$ cat config.mk
export PLATFORM = sky130hd
export DESIGN_NAME = vga_fb_loader
export DESIGN_NICKNAME = d
export VERILOG_FILES = /design/src/rtl/vga_fb_loader.sv
export SDC_FILE = /design/constraint.sdc
export NUM_CORES = 1
export LEC_CHECK = 0
export CAP_MARGIN = 25
export CORE_UTILIZATION = 60
export CTS_CLUSTER_SIZE = 20
export DETAILED_ROUTE_END_ITERATION = 12
export PLACE_DENSITY_LB_ADDON = 0.1
export SLEW_MARGIN = 20
export SYNTH_ARGS = -nofsm -noshare
export SYNTH_HDL_FRONTEND = slang
export SYNTH_SLANG_ARGS = --single-unit
$ cat constraint.sdc
create_clock -name ahb_clk -period 3.65 [get_ports ahb_clk]
set_input_delay 0.5475 -clock ahb_clk [delete_from_list [all_inputs] [get_ports ahb_clk]]
set_output_delay 0.5475 -clock ahb_clk [all_outputs]
set_load 0.01 [all_outputs]
$ cat src/rtl/vga_fb_loader.sv
// vga_fb_loader: turns a valid/ready byte stream into frame buffer pixel writes.
// Bytes are packed into DATA_WIDTH-bit pixels (24 = RGB888, 8 = gray). Each
// finished pixel goes into a small write FIFO together with its byte address
// (pixel_index*4). The FIFO absorbs frame buffer stalls. frame_done pulses
// after the last pixel of a frame has been queued.
// Optional macro VGA_FB_LOADER_CHECKSUM_EN adds frame_csum, a 16-bit sum of
// all bytes in the last completed frame.
module vga_fb_loader #(
  parameter  int ADDR_WIDTH = 32,
  parameter  int DATA_WIDTH = 24,
  parameter  int IMG_WIDTH  = 48,
  parameter  int IMG_HEIGHT = 48,
  parameter  int FIFO_DEPTH = 4,
  localparam int PIX_W      = $clog2(IMG_WIDTH * IMG_HEIGHT)
) (
  input  logic                  ahb_clk,
  input  logic                  rst,
  input  logic                  s_valid,
  input  logic [7:0]            s_data,
  input  logic                  s_sof,
  output logic                  s_ready,
  output logic                  wr_en,
  output logic [ADDR_WIDTH-1:0] wr_addr,
  output logic [DATA_WIDTH-1:0] wr_data,
  input  logic                  wr_stall,
  output logic                  frame_done,
  output logic [PIX_W-1:0]      pix_count
`ifdef VGA_FB_LOADER_CHECKSUM_EN
  ,
  output logic [15:0]           frame_csum
`endif
);

  localparam int NPIX    = IMG_WIDTH * IMG_HEIGHT;
  localparam int BPP     = DATA_WIDTH / 8;
  localparam int PTR_W   = $clog2(FIFO_DEPTH);
  localparam int ENTRY_W = DATA_WIDTH + ADDR_WIDTH;

  // FIFO storage and bookkeeping
  logic [ENTRY_W-1:0]    fifo_mem_q [FIFO_DEPTH];
  logic [PTR_W-1:0]      wr_ptr_q;
  logic [PTR_W-1:0]      rd_ptr_q;
  logic [PTR_W:0]        count_q;
  logic                  fifo_full;
  logic                  fifo_empty;
  logic [ENTRY_W-1:0]    fifo_head;

  // Pixel assembly state
  logic [1:0]            byte_idx_q;
  logic [1:0]            byte_idx_eff;
  logic [PIX_W-1:0]      pix_count_q;
  logic [PIX_W-1:0]      pix_eff;
  logic                  frame_done_q;
  logic                  accept;
  logic                  last_byte;
  logic                  last_pixel;
  logic                  push;
  logic                  pop;
  logic [DATA_WIDTH-1:0] pixel_d;
  logic [ADDR_WIDTH-1:0] push_addr;

  assign fifo_empty = (count_q == '0);
  assign fifo_full  = (count_q == (PTR_W + 1)'(FIFO_DEPTH));
  assign s_ready    = !rst && !fifo_full;
  assign accept     = s_valid && s_ready;

  // An accepted start-of-frame byte restarts both the byte and pixel position,
  // which also throws away any half-built pixel.
  assign byte_idx_eff = s_sof ? 2'd0 : byte_idx_q;
  assign pix_eff      = s_sof ? '0 : pix_count_q;
  assign last_byte    = (byte_idx_eff == 2'(BPP - 1));
  assign last_pixel   = (pix_eff == PIX_W'(NPIX - 1));
  assign push         = accept && last_byte;
  assign pop          = !fifo_empty && !wr_stall;
  assign push_addr    = ADDR_WIDTH'(pix_eff) << 2;

  generate
    if (DATA_WIDTH == 24) begin : g_rgb
      logic [15:0] part_q;

      // Hold R and G until B arrives; B is used straight from the input.
      always_ff @(posedge ahb_clk) begin
        if (rst) begin
          part_q <= '0;
        end else if (accept && byte_idx_eff == 2'd0) begin
          part_q <= {s_data, 8'h00};
        end else if (accept && byte_idx_eff == 2'd1) begin
          part_q[7:0] <= s_data;
        end
      end

      assign pixel_d = {part_q, s_data};
    end else begin : g_gray
      assign pixel_d = DATA_WIDTH'(s_data);
    end
  endgenerate

  // Byte position, pixel index and end-of-frame pulse.
  always_ff @(posedge ahb_clk) begin
    if (rst) begin
      byte_idx_q   <= 2'd0;
      pix_count_q  <= '0;
      frame_done_q <= 1'b0;
    end else begin
      frame_done_q <= 1'b0;
      if (accept) begin
        if (last_byte) begin
          byte_idx_q <= 2'd0;
          if (last_pixel) begin
            pix_count_q  <= '0;
            frame_done_q <= 1'b1;
          end else begin
            pix_count_q <= pix_eff + 1'b1;
          end
        end else begin
          byte_idx_q  <= byte_idx_eff + 2'd1;
          pix_count_q <= pix_eff;
        end
      end
    end
  end

  // FIFO payload write; storage needs no reset since occupancy gates the read.
  always_ff @(posedge ahb_clk) begin
    if (push) begin
      fifo_mem_q[wr_ptr_q] <= {pixel_d, push_addr};
    end
  end

  // FIFO pointers and occupancy; a simultaneous push and pop leaves count unchanged.
  always_ff @(posedge ahb_clk) begin
    if (rst) begin
      wr_ptr_q <= '0;
      rd_ptr_q <= '0;
      count_q  <= '0;
    end else begin
      if (push) begin
        wr_ptr_q <= wr_ptr_q + 1'b1;
      end
      if (pop) begin
        rd_ptr_q <= rd_ptr_q + 1'b1;
      end
      case ({push, pop})
        2'b10:   count_q <= count_q + 1'b1;
        2'b01:   count_q <= count_q - 1'b1;
        default: count_q <= count_q;
      endcase
    end
  end

  // Head entry drives the write port; outputs read as zero while nothing is pending.
  assign fifo_head  = fifo_mem_q[rd_ptr_q];
  assign wr_en      = !fifo_empty;
  assign wr_addr    = wr_en ? fifo_head[ADDR_WIDTH-1:0] : '0;
  assign wr_data    = wr_en ? fifo_head[ENTRY_W-1:ADDR_WIDTH] : '0;
  assign frame_done = frame_done_q;
  assign pix_count  = pix_count_q;

`ifdef VGA_FB_LOADER_CHECKSUM_EN
  logic [15:0] csum_acc_q;
  logic [15:0] frame_csum_q;
  logic [15:0] csum_sum;

  assign csum_sum = (s_sof ? 16'h0000 : csum_acc_q) + {8'h00, s_data};

  // Running byte sum; latched out and restarted when the frame's last pixel is queued.
  always_ff @(posedge ahb_clk) begin
    if (rst) begin
      csum_acc_q   <= 16'h0000;
      frame_csum_q <= 16'h0000;
    end else if (accept) begin
      if (push && last_pixel) begin
        frame_csum_q <= csum_sum;
        csum_acc_q   <= 16'h0000;
      end else begin
        csum_acc_q <= csum_sum;
      end
    end
  end

  assign frame_csum = frame_csum_q;
`endif

endmodule

* Yosys cells after proc, flatten, opt, wreduce, memory -nomap -nowiden *
Memories as Yosys holds them, arrays and structs flattened. A register that Yosys moved wholly into a read port is not among the register bits.
Cells that the tools add are included.

storage, ports and cells
  bits in writable memories = 144
  input port bits = 13
  flip-flop bits (word level) = 38
  memories kept = 1

operators by class
  mux-type cells = 13
  add/subtract/negate cells = 6
  reductions and logical operators = 15
  equality and inequality tests = 6
  bitwise logic cells = 2

memory list
  name        depth  bits a word  rd ports  clocked after memory_dff  write ports  RTL line  text
  fifo_mem_q  4      36           1         1                         1            40        logic [ENTRY_W-1:0] fifo_mem_q [FIFO_DEPTH];

operator list
  operator               count
  $mux 12                3
  $mux 32                1
  $mux 24                1
  $add 12x1->12 const B  1
  $eq 12x12->1 const B   1
  $mux 2                 4
  $add 2x1->2 const B    3
  $logic_and 1x1->1      6
  $pmux 3 s2             1
  $eq 2x1->1 const B     2
  $eq 2x2->1 const B     2
  $logic_not 1->1        4
  $add 3x1->3 const B    1
  $eq 3x3->1 const B     1
  $logic_not 3->1        1
  $mux 1                 3
  $reduce_or 3->1        1
  $sub 3x1->3 const B    1
  $logic_not 2->1        1
  $not 1->1              2
  $reduce_bool 2->1      1
  $reduce_or 2->1        1

* Logic depth before layout (Yosys ltp) *
  depth in word-level cells = 7
  gate-level depth with buffers = 10

* Least setup slack after synthesis *
Ideal clock, no wire load.

  path kind = in2reg
  start point = in s_sof
  end point = mem fifo_mem_q[0][0] (netlist name) (enable)
  buffers on the path = 1
  slack = 1.119 ns
  library setup time = 0.397 ns
  data arrival time = 2.135 ns
  stages on the path = 4
  cells stage by stage = buf_2 nand2b_1 nor4_4 and2_1

on the way
  cells in the longest elaborated chain, start to end = 5

ends and longest elaborated chain
  element                       RTL line  text
  start: declaration            20        input logic s_sof,
  $mux 2                        69        assign byte_idx_eff = s_sof ? 2'd0 : byte_idx_q;
  $eq 2x2->1                    71        assign last_byte = (byte_idx_eff == 2'(BPP - 1));
  $logic_and 1x1->1             73        assign push = accept && last_byte;
  $mux 1                        125       if (push) begin
  $mux 1 (implied by the code)  126       fifo_mem_q[wr_ptr_q] <= {pixel_d, push_addr};
  end: declaration              40

No other way between the ends.

==> flow_metrics.py <==
metrics = {
    "run_status": {
        "outcome": "finished clean",
    },
    "clock_tree": {
        "postCtsResizedCells": 0,
        "cts.hold.buffers_added": 0,
        "cts_htree_levels": 4,
        "cts_buffers": 17,
        "clock_sink_count": 184,
        "cts_tree": "yes",
        "clock_path_buffers": 2,
        "post-cts-setup-buffers": 0,
        "cts-root-buf": "sky130_fd_sc_hd__clkbuf_16",
        "clkSlewWorstSetupHoldPaths_ps": 60,
        "clk-insertion-delay-late_ps": 420,
    },
    "finish": {
        "drive_above_1_share_pct": 15.3,
        "area_growth_syn_to_layout_pct": 17.9,
        "layout.nets": 562,
        "stdcell_count": 723,
        "finished_core_util_pct": 73.7,
        "antenna_diode_instance_count": 0,
    },
    "power_and_ir_drop": {
        "internal_power_mw": 3.41,
        "sequentialPowerShare_pct": 53.8,
        "irDropWorstVdd_v": 0.000299,
        "power.switching_mw": 0.788,
        "power.switching_fraction_pct": 18.8,
        "power_per_cell_area_nw_per_um2": 468,
        "total_leakage_power_nw": 2.98,
        "power.share.combinational_pct": 2.1,
        "pwr-share-clk_pct": 44.1,
    },
    "synthesis": {
        "netlist_area_um2": 7600,
        "number_of_instances_in_the_synthesized_netlist": 471,
        "synth_cell_types": 56,
        "synthesis.yosys.warnings": 0,
        "synth-seq-area-share_pct": 67.4,
        "syn_area_per_cell_um2": 16.1,
        "ys_top_cells_by_area": "sky130_fd_sc_hd__edfxtp_1, sky130_fd_sc_hd__mux4_2, sky130_fd_sc_hd__dfxtp_1, sky130_fd_sc_hd__nor2b_1, sky130_fd_sc_hd__buf_4",
        "synth-edff-count": 144,
        "synth-main-ff-cell": "sky130_fd_sc_hd__edfxtp_1",
        "synth_largest_area_cell": "sky130_fd_sc_hd__edfxtp_1",
        "yosys_register_bits": 184,
        "asyncSetResetFlopFracSynth_pct": 0,
        "synth_top_cell_area_share_pct": 56.9,
    },
    "timing": {
        "timing.max_slew.rel_slack_pct": 62.1,
        "min_period_ps": 3050,
        "rsz0062_at_grt": "false",
        "clock.fmax_ghz": 0.328,
        "finalClockSkew_ps": 10.2,
        "final-hold-violation-count": 0,
        "final.period_utilization_pct": 83.6,
        "timing_worst_slew_pin_value_ps": 568,
        "final_slew_viol_count": 0,
        "setup_total_negative_slack_ps": 0,
        "final_report_setup_violation_count": 0,
    },
    "die": {
        "area_enclosed_by_the_die_boundary_um2": 13100,
        "design.portCount": 84,
        "die-width_um": 115,
        "start_util_pct": 62.5,
        "die_y_um": 115,
        "core-area_um2": 12200,
        "rows": 40,
    },
    "place": {
        "place.detailed.hpwl_mm": 8.46,
        "place.port_buffers": 63,
        "place_congestion": 0.878,
        "cell_count_post_placement": 691,
    },
    "worst_setup_path": {
        "critical_path_arrival_ps": 2510,
        "worstPathCellList": "buf_12 -> mux4_2 -> nor2b_1 -> clkdlybuf4s50_1",
        "critical_path.startpoint_type": "flip-flop",
        "worstPathRequired_ps": 3100,
        "critical_path.endpoint_type": "output port",
        "startpoint_to_endpoint_class_of_the_critical_path": "flip-flop to output port",
        "critical-path-slowest-cell": "sky130_fd_sc_hd__dfxtp_2",
        "critical_path.max_stage_delay_ps": 560,
        "path_max_fanout": 27,
    },
    "global_routing": {
        "initial_antenna_violation_count": 0,
        "global_route_wire_length_before_repair_mm": 22.9,
        "global_route.usage.total_pct": 23.9,
        "via_count_of_the_first_global_routing_pass": 4325,
        "globalRoute.totalOverflow": 0,
        "grt_start_max_net_pins": 39,
    },
    "routing": {
        "postRouteAntennaNets": 0,
        "drt_wl_total_mm": 14.2,
        "viasPerCell": 5.78,
        "dr.first_iter.drc_count": 328,
        "detail_route.drc_violations": 0,
        "vias": 4179,
        "post_drt_wl_per_cell_um": 19.6,
        "detailedRoute.firstPassIterationCount": 4,
    },
    "run": {
        "max_cap_viol_count": 0,
    },
    "worst_hold_path": {
        "min_path_type": "flip-flop to flip-flop",
    },
}
## kinds of logic after synthesis
kind of cell	share of synthesized area [%]
DFF	67.4
buffers and inverters	4.08
AOI/OAI and AO/OA	2.77
and+or+nand+nor	10.8
xor gates and xnor gates	0.576
adders and majority gates	1.25
other	0.0494
muxes	13.0
## per-stage QoR
step,setup slack (ps),total power [mW],hold WS [ps],cell area (um2)
floorplan,1120,2.36,459,7670
global placement,852,2.39,475,8360
finish,597,4.19,507,8960
global route,457,4.30,522,8960
detailed placement,713,2.39,495,8360
CTS,531,4.22,507,8960
## final timing paths
path              startpoint                 to  slack, ps  depth (start not counted)
max                flip-flop        wr_data[15]        600                          4
min          g_rgb.part_q[2]  fifo_mem_q[2][22]        510                          0
max reg2reg    byte_idx_q[1]         count_q[2]       1300                          9
min reg2reg  g_rgb.part_q[2]  fifo_mem_q[2][22]        510                          0
## flip-flops by register name, summed over array words and instances (netlist names), named ones only
name,flops
byte_idx_q,2
count_q,3
fifo_mem_q,144
frame_done,1
g_rgb.part_q,16
pix_count,12
rd_ptr_q,2
wr_ptr_q,2
## cell usage after synthesis (2+ instances only)
cell type and count:
sky130_fd_sc_hd__o21ai_0 2, sky130_fd_sc_hd__dfxtp_1 40, sky130_fd_sc_hd__mux4_2 36, sky130_fd_sc_hd__clkbuf_1 8, sky130_fd_sc_hd__and4b_1 3, sky130_fd_sc_hd__a21oi_1 9, sky130_fd_sc_hd__edfxtp_1 144, sky130_fd_sc_hd__nand2b_1 2
sky130_fd_sc_hd__and2_1 5, sky130_fd_sc_hd__and3b_1 2, sky130_fd_sc_hd__nor2_1 34, sky130_fd_sc_hd__o211ai_1 3, sky130_fd_sc_hd__o32ai_1 3, sky130_fd_sc_hd__mux2i_1 18, sky130_fd_sc_hd__nand3_1 5, sky130_fd_sc_hd__nor3b_1 2
sky130_fd_sc_hd__a31oi_1 6, sky130_fd_sc_hd__nand4_4 2, sky130_fd_sc_hd__ha_1 6, sky130_fd_sc_hd__buf_2 5, sky130_fd_sc_hd__inv_1 12, sky130_fd_sc_hd__and3_1 4, sky130_fd_sc_hd__nand2_1 15, sky130_fd_sc_hd__buf_4 25
sky130_fd_sc_hd__xor2_1 2, sky130_fd_sc_hd__buf_1 2, sky130_fd_sc_hd__nor2b_1 45, sky130_fd_sc_hd__xnor2_1 3
## cells in the final DEF (no fill, tap or decap), types with 3 or more instances in the layout
| master | Yosys | routed |
|---|---|---|
| sky130_fd_sc_hd__nand2_1 | 15 | 15 |
| sky130_fd_sc_hd__nor2b_1 | 45 | 45 |
| sky130_fd_sc_hd__clkbuf_16 | 0 | 17 |
| sky130_fd_sc_hd__conb_1 | 1 | 20 |
| sky130_fd_sc_hd__a21oi_1 | 9 | 9 |
| sky130_fd_sc_hd__o211ai_1 | 3 | 3 |
| sky130_fd_sc_hd__nor2_1 | 34 | 34 |
| sky130_fd_sc_hd__bufinv_16 | 0 | 3 |
| sky130_fd_sc_hd__dfxtp_1 | 40 | 39 |
| sky130_fd_sc_hd__clkdlybuf4s50_1 | 0 | 63 |
| sky130_fd_sc_hd__xnor2_1 | 3 | 3 |
| sky130_fd_sc_hd__mux4_2 | 36 | 36 |
| sky130_fd_sc_hd__and3_1 | 4 | 4 |
| sky130_fd_sc_hd__clkbuf_1 | 8 | 3 |
| sky130_fd_sc_hd__inv_1 | 12 | 12 |
| sky130_fd_sc_hd__clkinv_1 | 1 | 4 |
| sky130_fd_sc_hd__o32ai_1 | 3 | 3 |
| sky130_fd_sc_hd__nand3_1 | 5 | 5 |
| sky130_fd_sc_hd__edfxtp_1 | 144 | 144 |
| sky130_fd_sc_hd__buf_4 | 25 | 10 |
| sky130_fd_sc_hd__mux2i_1 | 18 | 18 |
| sky130_fd_sc_hd__clkbuf_8 | 0 | 3 |
| sky130_fd_sc_hd__and2_1 | 5 | 5 |
| sky130_fd_sc_hd__ha_1 | 6 | 6 |
| sky130_fd_sc_hd__a31oi_1 | 6 | 6 |
| sky130_fd_sc_hd__and4b_1 | 3 | 3 |
## power groups by stage
stage	combinational, mW	sequential, mW	clock [mW]
after floorplan	0.0663	2.30	0
after global placement	0.0843	2.30	0
after detailed placement	0.0864	2.30	0
after CTS	0.0870	2.26	1.87
after global routing	0.0957	2.26	1.95
final	0.0873	2.26	1.85
## worst max-delay path: cells and delay by family, from the launching register on
kind                   cells  cell delay (ps)
DFF                        1              560
muxes                      1              560
buffers and inverters      2              790
and+or+nand+nor            1              160
## area by class of cell
| cell class | count | area (um2) |
|---|---|---|
| clock buffers | 23 | 478 |
| clock inverters | 9 | 123 |
| fillers | 778 | 3200 |
| inverters | 13 | 48.8 |
| multi-input cells | 252 | 2250 |
| flip-flops and latches | 184 | 5130 |
| well taps | 168 | 210 |
| repair buffers | 74 | 726 |
## metal layers
layer,up-vias,wire (um),track usage (%)
li1,1883,-,-
met5,-,0,0
met1,2122,6050,30.8
met4,0,199,8.83
met2,153,7240,40.6
met3,21,663,4.87
No activity file was read; power rests on OpenSTA's default activity.
